**src/rtl/mem_port_arbiter_if.sv**
```systemverilog
`default_nettype none
// ============================================================================
// Module      : mem_port_arbiter_if
// Description : Request/response bundle for the fetch and LSU ports plus the
//               shared memory control lines of mem_port_arbiter.
// Revision    : 1.0 - initial release
// ============================================================================
interface mem_port_arbiter_if #(
    parameter int AWIDTH = 32,
    parameter int DWIDTH = 32
);
    // Fetch port
    logic              i_req_valid_i;
    logic              i_req_ready_o;
    logic [AWIDTH-1:0] i_addr_i;
    logic              i_rsp_valid_o;
    logic [DWIDTH-1:0] i_rsp_data_o;
    logic              i_rsp_err_o;
    logic              i_rsp_ready_i;

    // Load/store port
    logic              d_req_valid_i;
    logic              d_req_ready_o;
    logic [AWIDTH-1:0] d_addr_i;
    logic              d_we_i;
    logic [DWIDTH-1:0] d_wdata_i;
    logic [2:0]        d_funct3_i;
    logic              d_rsp_valid_o;
    logic [DWIDTH-1:0] d_rsp_data_o;
    logic              d_rsp_err_o;
    logic              d_rsp_ready_i;

    // Memory side
    logic [AWIDTH-1:0] mem_addr_o;
    logic [DWIDTH-1:0] mem_data_o;
    logic              mem_read_en_o;
    logic              mem_write_en_o;
    logic [2:0]        mem_funct3_o;
    logic [DWIDTH-1:0] mem_data_i;

    // Arbiter view
    modport slave (
        input  i_req_valid_i, i_addr_i, i_rsp_ready_i,
        input  d_req_valid_i, d_addr_i, d_we_i, d_wdata_i, d_funct3_i, d_rsp_ready_i,
        input  mem_data_i,
        output i_req_ready_o, i_rsp_valid_o, i_rsp_data_o, i_rsp_err_o,
        output d_req_ready_o, d_rsp_valid_o, d_rsp_data_o, d_rsp_err_o,
        output mem_addr_o, mem_data_o, mem_read_en_o, mem_write_en_o, mem_funct3_o
    );

    // Requester / memory view
    modport master (
        output i_req_valid_i, i_addr_i, i_rsp_ready_i,
        output d_req_valid_i, d_addr_i, d_we_i, d_wdata_i, d_funct3_i, d_rsp_ready_i,
        output mem_data_i,
        input  i_req_ready_o, i_rsp_valid_o, i_rsp_data_o, i_rsp_err_o,
        input  d_req_ready_o, d_rsp_valid_o, d_rsp_data_o, d_rsp_err_o,
        input  mem_addr_o, mem_data_o, mem_read_en_o, mem_write_en_o, mem_funct3_o
    );
endinterface
`default_nettype wire

```
**src/rtl/mem_port_arbiter.sv**
```systemverilog
`default_nettype none
// ============================================================================
// Module      : mem_port_arbiter
// Description : Arbitrates the single-port unified memory between instruction
//               fetch and the LSU, with a bounded D-port streak and one-cycle
//               registered responses. Optional macro MEM_ARB_ALIGN_CHECK_EN
//               turns misaligned requests into error responses.
// Revision    : 1.0 - initial release
// ============================================================================
module mem_port_arbiter #(
    parameter int AWIDTH       = 32,
    parameter int DWIDTH       = 32,
    parameter int MAX_D_STREAK = 4
) (
    input  logic                clk,
    input  logic                rst,
    mem_port_arbiter_if.slave   bus
);

    localparam logic [3:0] c_MAX_STREAK  = 4'(MAX_D_STREAK);
    localparam logic [2:0] c_FUNCT3_WORD = 3'b010;

    logic              r_i_rsp_valid;
    logic [DWIDTH-1:0] r_i_rsp_data;
    logic              r_d_rsp_valid;
    logic [DWIDTH-1:0] r_d_rsp_data;
    logic [3:0]        r_d_streak;

    logic w_i_elig;
    logic w_d_elig;
    logic w_grant_i;
    logic w_grant_d;
    logic w_i_mis;
    logic w_d_mis;

    // A port may take a new request only if its response slot is free or draining now.
    assign w_i_elig = bus.i_req_valid_i && (!r_i_rsp_valid || bus.i_rsp_ready_i);
    assign w_d_elig = bus.d_req_valid_i && (!r_d_rsp_valid || bus.d_rsp_ready_i);

    assign w_grant_d = !rst && w_d_elig && (!w_i_elig || (r_d_streak != c_MAX_STREAK));
    assign w_grant_i = !rst && w_i_elig && !w_grant_d;

    assign bus.i_req_ready_o = w_grant_i;
    assign bus.d_req_ready_o = w_grant_d;

`ifdef MEM_ARB_ALIGN_CHECK_EN
    logic r_i_rsp_err;
    logic r_d_rsp_err;

    assign w_i_mis = (bus.i_addr_i[1:0] != 2'b00);

    always_comb begin
        w_d_mis = 1'b0;
        case (bus.d_funct3_i)
            3'b001, 3'b101: w_d_mis = bus.d_addr_i[0];
            3'b010:         w_d_mis = (bus.d_addr_i[1:0] != 2'b00);
            default:        w_d_mis = 1'b0;
        endcase
    end

    always_ff @(posedge clk) begin
        if (rst) begin
            r_i_rsp_err <= 1'b0;
            r_d_rsp_err <= 1'b0;
        end else begin
            if (w_grant_i) begin
                r_i_rsp_err <= w_i_mis;
            end else if (bus.i_rsp_ready_i) begin
                r_i_rsp_err <= 1'b0;
            end
            if (w_grant_d) begin
                r_d_rsp_err <= w_d_mis;
            end else if (bus.d_rsp_ready_i) begin
                r_d_rsp_err <= 1'b0;
            end
        end
    end

    assign bus.i_rsp_err_o = r_i_rsp_err;
    assign bus.d_rsp_err_o = r_d_rsp_err;
`else
    assign w_i_mis         = 1'b0;
    assign w_d_mis         = 1'b0;
    assign bus.i_rsp_err_o = 1'b0;
    assign bus.d_rsp_err_o = 1'b0;
`endif

    // Memory control is only driven for an accepted, well-formed request.
    always_comb begin
        bus.mem_addr_o     = '0;
        bus.mem_data_o     = '0;
        bus.mem_read_en_o  = 1'b0;
        bus.mem_write_en_o = 1'b0;
        bus.mem_funct3_o   = 3'b000;
        if (w_grant_i && !w_i_mis) begin
            bus.mem_addr_o    = bus.i_addr_i;
            bus.mem_read_en_o = 1'b1;
            bus.mem_funct3_o  = c_FUNCT3_WORD;
        end else if (w_grant_d && !w_d_mis) begin
            bus.mem_addr_o   = bus.d_addr_i;
            bus.mem_funct3_o = bus.d_funct3_i;
            if (bus.d_we_i) begin
                bus.mem_write_en_o = 1'b1;
                bus.mem_data_o     = bus.d_wdata_i;
            end else begin
                bus.mem_read_en_o = 1'b1;
            end
        end
    end

    always_ff @(posedge clk) begin
        if (rst) begin
            r_i_rsp_valid <= 1'b0;
            r_i_rsp_data  <= '0;
            r_d_rsp_valid <= 1'b0;
            r_d_rsp_data  <= '0;
        end else begin
            if (w_grant_i) begin
                r_i_rsp_valid <= 1'b1;
                r_i_rsp_data  <= w_i_mis ? '0 : bus.mem_data_i;
            end else if (bus.i_rsp_ready_i) begin
                r_i_rsp_valid <= 1'b0;
            end
            if (w_grant_d) begin
                r_d_rsp_valid <= 1'b1;
                r_d_rsp_data  <= (bus.d_we_i || w_d_mis) ? '0 : bus.mem_data_i;
            end else if (bus.d_rsp_ready_i) begin
                r_d_rsp_valid <= 1'b0;
            end
        end
    end

    // Streak only grows while fetch is actually being held off.
    always_ff @(posedge clk) begin
        if (rst) begin
            r_d_streak <= 4'd0;
        end else if (!bus.i_req_valid_i || w_grant_i) begin
            r_d_streak <= 4'd0;
        end else if (w_grant_d && (r_d_streak != c_MAX_STREAK)) begin
            r_d_streak <= r_d_streak + 4'd1;
        end
    end

    assign bus.i_rsp_valid_o = r_i_rsp_valid;
    assign bus.i_rsp_data_o  = r_i_rsp_data;
    assign bus.d_rsp_valid_o = r_d_rsp_valid;
    assign bus.d_rsp_data_o  = r_d_rsp_data;

endmodule
`default_nettype wire

```
**src/flat_wrapper.sv**
```systemverilog
// flat-port wrapper written by rule: the top's interface ports become plain ports
module mem_port_arbiter_flat 
#(
    parameter int AWIDTH       = 32,
    parameter int DWIDTH       = 32,
    parameter int MAX_D_STREAK = 4
)
  (clk, rst, bus_i_req_valid_i, bus_i_addr_i, bus_i_rsp_ready_i, bus_d_req_valid_i, bus_d_addr_i, bus_d_we_i, bus_d_wdata_i, bus_d_funct3_i, bus_d_rsp_ready_i, bus_mem_data_i, bus_i_req_ready_o, bus_i_rsp_valid_o, bus_i_rsp_data_o, bus_i_rsp_err_o, bus_d_req_ready_o, bus_d_rsp_valid_o, bus_d_rsp_data_o, bus_d_rsp_err_o, bus_mem_addr_o, bus_mem_data_o, bus_mem_read_en_o, bus_mem_write_en_o, bus_mem_funct3_o);
  mem_port_arbiter_if #(.AWIDTH(AWIDTH), .DWIDTH(DWIDTH)) bus_i ();
  input  logic clk;
  input  logic rst;
  input wire logic [$bits(bus_i.i_req_valid_i)-1:0] bus_i_req_valid_i;
  input wire logic [$bits(bus_i.i_addr_i)-1:0] bus_i_addr_i;
  input wire logic [$bits(bus_i.i_rsp_ready_i)-1:0] bus_i_rsp_ready_i;
  input wire logic [$bits(bus_i.d_req_valid_i)-1:0] bus_d_req_valid_i;
  input wire logic [$bits(bus_i.d_addr_i)-1:0] bus_d_addr_i;
  input wire logic [$bits(bus_i.d_we_i)-1:0] bus_d_we_i;
  input wire logic [$bits(bus_i.d_wdata_i)-1:0] bus_d_wdata_i;
  input wire logic [$bits(bus_i.d_funct3_i)-1:0] bus_d_funct3_i;
  input wire logic [$bits(bus_i.d_rsp_ready_i)-1:0] bus_d_rsp_ready_i;
  input wire logic [$bits(bus_i.mem_data_i)-1:0] bus_mem_data_i;
  output wire logic [$bits(bus_i.i_req_ready_o)-1:0] bus_i_req_ready_o;
  output wire logic [$bits(bus_i.i_rsp_valid_o)-1:0] bus_i_rsp_valid_o;
  output wire logic [$bits(bus_i.i_rsp_data_o)-1:0] bus_i_rsp_data_o;
  output wire logic [$bits(bus_i.i_rsp_err_o)-1:0] bus_i_rsp_err_o;
  output wire logic [$bits(bus_i.d_req_ready_o)-1:0] bus_d_req_ready_o;
  output wire logic [$bits(bus_i.d_rsp_valid_o)-1:0] bus_d_rsp_valid_o;
  output wire logic [$bits(bus_i.d_rsp_data_o)-1:0] bus_d_rsp_data_o;
  output wire logic [$bits(bus_i.d_rsp_err_o)-1:0] bus_d_rsp_err_o;
  output wire logic [$bits(bus_i.mem_addr_o)-1:0] bus_mem_addr_o;
  output wire logic [$bits(bus_i.mem_data_o)-1:0] bus_mem_data_o;
  output wire logic [$bits(bus_i.mem_read_en_o)-1:0] bus_mem_read_en_o;
  output wire logic [$bits(bus_i.mem_write_en_o)-1:0] bus_mem_write_en_o;
  output wire logic [$bits(bus_i.mem_funct3_o)-1:0] bus_mem_funct3_o;
  assign bus_i.i_req_valid_i = bus_i_req_valid_i;
  assign bus_i.i_addr_i = bus_i_addr_i;
  assign bus_i.i_rsp_ready_i = bus_i_rsp_ready_i;
  assign bus_i.d_req_valid_i = bus_d_req_valid_i;
  assign bus_i.d_addr_i = bus_d_addr_i;
  assign bus_i.d_we_i = bus_d_we_i;
  assign bus_i.d_wdata_i = bus_d_wdata_i;
  assign bus_i.d_funct3_i = bus_d_funct3_i;
  assign bus_i.d_rsp_ready_i = bus_d_rsp_ready_i;
  assign bus_i.mem_data_i = bus_mem_data_i;
  assign bus_i_req_ready_o = bus_i.i_req_ready_o;
  assign bus_i_rsp_valid_o = bus_i.i_rsp_valid_o;
  assign bus_i_rsp_data_o = bus_i.i_rsp_data_o;
  assign bus_i_rsp_err_o = bus_i.i_rsp_err_o;
  assign bus_d_req_ready_o = bus_i.d_req_ready_o;
  assign bus_d_rsp_valid_o = bus_i.d_rsp_valid_o;
  assign bus_d_rsp_data_o = bus_i.d_rsp_data_o;
  assign bus_d_rsp_err_o = bus_i.d_rsp_err_o;
  assign bus_mem_addr_o = bus_i.mem_addr_o;
  assign bus_mem_data_o = bus_i.mem_data_o;
  assign bus_mem_read_en_o = bus_i.mem_read_en_o;
  assign bus_mem_write_en_o = bus_i.mem_write_en_o;
  assign bus_mem_funct3_o = bus_i.mem_funct3_o;
  mem_port_arbiter #(.AWIDTH(AWIDTH), .DWIDTH(DWIDTH), .MAX_D_STREAK(MAX_D_STREAK)) u_core (.clk(clk), .rst(rst), .bus(bus_i));
endmodule
```
**config.mk**
```make
export PLATFORM = sky130hd
export DESIGN_NAME = mem_port_arbiter_flat
export DESIGN_NICKNAME = d
export VERILOG_FILES = /design/src/rtl/mem_port_arbiter_if.sv /design/src/rtl/mem_port_arbiter.sv /design/src/flat_wrapper.sv
export SDC_FILE = /design/constraint.sdc
export NUM_CORES = 1
export LEC_CHECK = 0
export ABC_AREA = 1
export CAP_MARGIN = 20
export CORE_AREA = 2 2 106 108
export CTS_BUF_LIST = sky130_fd_sc_hd__clkbuf_8
export DETAILED_ROUTE_END_ITERATION = 10
export DIE_AREA = 0 0 108 110
export GPL_ROUTABILITY_DRIVEN = 0
export PLACE_DENSITY = 0.92
export SYNTH_ARGS = -nofsm -noshare
export SYNTH_HDL_FRONTEND = slang
export SYNTH_SLANG_ARGS = --single-unit
export TNS_END_PERCENT = 20
```
**constraint.sdc**
```tcl
create_clock -name clk -period 4.3 [get_ports clk]
set_clock_uncertainty 0.1 [all_clocks]
set_input_delay 0.43 -clock clk [delete_from_list [all_inputs] [get_ports clk]]
set_output_delay 0.43 -clock clk [all_outputs]
set_load 0.01 [all_outputs]
```
# --- Word-level counts from Yosys, hierarchy flattened ---
# Cells that the tools add are included.
word_totals:
  register_bits: 70
  in_bits: 138
  out_inout_bits: 139
classes:
  add_sub_neg: 1
  n_eq_ne: 1
  muxes: 18
  n_reduce_logical: 20
ops:
  columns: ["cell", "n"]
  rows:
  - ["$mux W32", 6]
  - ["$mux W1", 10]
  - ["$logic_and A1 B1 Y1", 7]
  - ["$logic_not A1 Y1", 6]
  - ["$mux W3", 2]
  - ["$add A4 B1 Y4 const B", 1]
  - ["$logic_or A1 B1 Y1", 4]
  - ["$ne A4 B3 Y1 const B", 1]
  - ["$reduce_bool A2 Y1", 2]
  - ["$reduce_or A2 Y1", 1]

# --- Depth between registers and ports, before layout ---
depth:
  depth_word: 10
  ltp_mapped: 9
  ltp_nobuf: 8

# --- Worst setup path before layout ---
# OpenSTA, ideal clock, no wires.
synth_path:
  path_kind: "in2out"
  from: "in rst"
  to: "out bus_mem_read_en_o"
  arrival_time_ps: 1420
  t_required_ps: 3770
  path_slack_ps: 2350
  cell_stages: 8
  n_path_buf: 1
  cell_sequence: "buf_4 clkinv_4 nand2_2 nor2_8 nand2_4 nand2_4 inv_4 o21ai_0"
synth_via:
  elab_chain_len: 6
  word_cells_on_any_way: 8
  classes_between: "mux (2); reduce/logical (6)"
synth_lines:
  columns: ["item", "line", "rtl"]
  rows:
  - ["from (decl)", "flat_wrapper.sv:11", "input logic rst;"]
  - ["$logic_not A1 Y1 (*)", "mem_port_arbiter.sv:40, mem_port_arbiter.sv:41", null]
  - ["$logic_and A1 B1 Y1 (2 in a row)", "mem_port_arbiter.sv:40", "assign w_grant_d = !rst && w_d_elig && (!w_i_elig || (r_d_streak != c_MAX_STREAK));"]
  - ["$logic_not A1 Y1", "mem_port_arbiter.sv:41", "assign w_grant_i = !rst && w_i_elig && !w_grant_d;"]
  - ["$logic_and A1 B1 Y1", "mem_port_arbiter.sv:41", null]
  - ["$mux W1 (*)", "mem_port_arbiter.sv:95", "if (w_grant_i && !w_i_mis) begin"]
  - ["to (decl)", "flat_wrapper.sv:32", "output wire logic [$bits(bus_i.mem_read_en_o)-1:0] bus_mem_read_en_o;"]
# Every way passes the cells marked *; elsewhere a longest branch is shown, timed or not.

# --- Final worst setup path ---
layout_path:
  from: "reg u_core.r_d_streak[0]"
  to: "out bus_mem_read_en_o"
layout_via:
  elab_chain_len: 6
  word_cells_on_any_way: 7
  classes_between: "eq/ne (1); mux (2); reduce/logical (4)"
layout_lines:
  columns: ["item", "line", "rtl"]
  rows:
  - ["from (decl)", "mem_port_arbiter.sv:27", "logic [3:0] r_d_streak;"]
  - ["from (signal assigned)", "mem_port_arbiter.sv:140", "r_d_streak <= r_d_streak + 4'd1;"]
  - ["$ne A4 B3 Y1 (*)", "mem_port_arbiter.sv:40", null]
  - ["$logic_or A1 B1 Y1 (*)", "mem_port_arbiter.sv:40", null]
  - ["$logic_and A1 B1 Y1 (*)", "mem_port_arbiter.sv:40", null]
  - ["$logic_not A1 Y1", "mem_port_arbiter.sv:41", null]
  - ["$logic_and A1 B1 Y1", "mem_port_arbiter.sv:41", null]
  - ["$mux W1 (*)", "mem_port_arbiter.sv:95", null]
# Marks and branches as above.

==> metrics <==
outcome finished clean; Seq cells post-synth 70; Max Cap Violations 0; CP startpoint kind register; Hold Fails Final Rpt 0; I/O Pins 277; root buf cell clkbuf_8; Vias 4605; detailed placer's ending HPWL 11000 um; Place WS 0.6500 ns; Die Y 110 um; Post-CTS Hold Buffers 0; H-tree depth 3; Crit Path Category reg2out; Worst VDD drop 0.0001493 V; Post-Syn Instances 563; setup total negative slack 0 ns; wire per inst 15.25 um; crit path capture type output port; Final period util 85.44%; Power Density 252.5 nW/um^2; first-pass GRT wire length 21330 um; GRT overflow 0; Static Leak 2.704 nW; Max Slew Vio Count 0; Area Growth Syn to Fin 76.89%; synth unique cells 27; nets 952; Slew HR 51.64%; post-CTS sizing 0; CP arrival 3.14 ns; hold crit path type in2reg; number of global-route vias before repair 4295; WL final 14600 um; cell row count 38; share of cells above drive strength 1 9.191%; core area 10700 um^2; RSZ-0062 raised after global routing false; overall routing resource usage 23.19%; final worst slack 0.6261 ns; initial antenna violation count 1; crit-path max FO 37; Cell Area, Synth 3769 um^2; CTS Sinks 70; CTS tree built; crit path time final 3.674 ns; syn_area_per_cell 6.694 um^2; vias per cell 4.812; CTS max path bufs 2; sequential area share after synthesis 37.18%; clock buffer count from CTS 9; Initial Util 35.23%; final setup fails 0; initial drt markers 257; yosys synthesis warning count 0; worst slew pin tran 0.7254 ns; EDFF count, synth 0; die width 108 um; Post-synth top flop dfxtp_1; die area 11880 um^2; Pre-Repair DR Iteration Count 5; pin count of the biggest net entering global routing 69; Critical Path RT 3.77 ns; Worst-path clk slew 0.07 ns; DR DRC count 0; worst skew pair latency 0.34 ns; maximum clock rate 272.2 MHz; Port Buf Inserts 274; asr flop ratio synth 0%; Post-DRT Antenna Nets 0; Post-CTS Setup Inserts 0
[power by group]
group	internal (mW)	switching, mW	total, mW	leakage [nW]
logic	0.284	0.240	0.524	2.05
registers	0.682	0.0185	0.700	0.572
clock network	0.205	0.254	0.459	0.0813
total	1.17	0.512	1.68	2.70
[registers in the layout, summed over array words and instances, names as in the netlist]
signal and cells:
u_core.bus.d_rsp_data_o 32, u_core.bus.d_rsp_valid_o 1, u_core.bus.i_rsp_data_o 32, u_core.bus.i_rsp_valid_o 1, u_core.r_d_streak 4
[cell type report]
cell class              count  area (um^2)
diodes                      1        2.502
clock buffers               9        123.9
well taps                 140        175.2
clock inverters             6        38.79
inverters                  50        195.2
repair buffers            281         2805
fillers                   946         4031
flip-flops and latches     70         1401
multi-input cells         400         1924
[placed cells by master (no fill, tap or decap), drive strengths merged, types with 4 or more instances in the layout]
master         instances
nor2                  76
buf                    9
clkdlybuf4s50        272
o21ai                 36
clkbuf                 9
nand3                102
clkinv                 4
inv                   50
nand2                147
a21oi                 34
dfxtp                 70
[per-layer routing]
layer | vias up | wire length (um) | part of all wire (%) | global-route usage [%]
met1 | 2082 | 5241 | 36 | 23.73
met5 | - | 0 | 0 | 0
met4 | 0 | 395 | 2.7 | 9.066
met3 | 23 | 1391 | 9.5 | 6.584
met2 | 223 | 7569 | 52 | 44.47
li1 | 2277 | - | - | -
[Yosys cell counts (5+ instances only)]
| master | number | area (um^2) |
|---|---|---|
| dfxtp_1 | 70 | 1401 |
| o21ai_2 | 5 | 43.79 |
| buf_4 | 6 | 45.04 |
| nor2_2 | 30 | 187.7 |
| inv_1 | 47 | 176.4 |
| a21oi_1 | 34 | 170.2 |
| buf_6 | 6 | 67.56 |
| nand3_1 | 95 | 475.5 |
| clkbuf_1 | 14 | 52.55 |
| nand3_2 | 6 | 60.06 |
| nor2_1 | 44 | 165.2 |
| o21ai_0 | 16 | 80.08 |
| buf_2 | 15 | 75.07 |
| nand2_1 | 143 | 536.8 |
| o21ai_1 | 15 | 75.07 |
[worst paths after layout]
check / startpoint / to / slack, ns / cells after the start
min: rst / u_core.bus.d_rsp_valid_o / 0.32 / 2
max: u_core.r_d_streak[0] / bus_mem_read_en_o / 0.63 / 8
min reg2reg: u_core.bus.i_rsp_data_o[22] / u_core.bus.i_rsp_data_o[22] / 0.37 / 2
max reg2reg: u_core.r_d_streak[0] / u_core.r_d_streak[2] / 1.69 / 8
[stage by stage]
stage	power, mW	area [um^2]	instances	hold WS [ns]	util, %
final	1.683	6666	957	0.3192	62.32
after global routing	1.773	6666	957	0.3285	62.32
after CTS	1.703	6636	955	0.3164	62.04
after detailed placement	1.241	6474	940	0.3634	60.51
after global placement	1.236	6474	940	0.3590	60.51
after floorplan	0.9315	3772	564	0.3943	-
[cells by family (layout without fill, tap and decap cells)]
family / Yosys count / count (layout) / share of synthesized area, %
flip-flops: 70 / 70 / 37.18
AND/OR/NAND/NOR: 325 / 325 / 40.17
AO/OA/AOI/OAI: 70 / 70 / 9.794
buffers and inverters: 94 / 346 / 11.85
adder cells (fa/ha/maj): 2 / 2 / 0.6639
XOR/XNOR: 1 / 1 / 0.2324
other: 1 / 3 / 0.09951
[critical path, stage by stage, from the launching register on]
cell and delay [ns]:
dfxtp_1 0.38, inv_1 0.08, ha_1 0.22, nand3_2 0.14, nand3_4 0.40, nand2_4 0.49, inv_4 0.28, o21ai_0 0.23
clkdlybuf4s50_1 0.56
(Power assumes the default switching activity.)
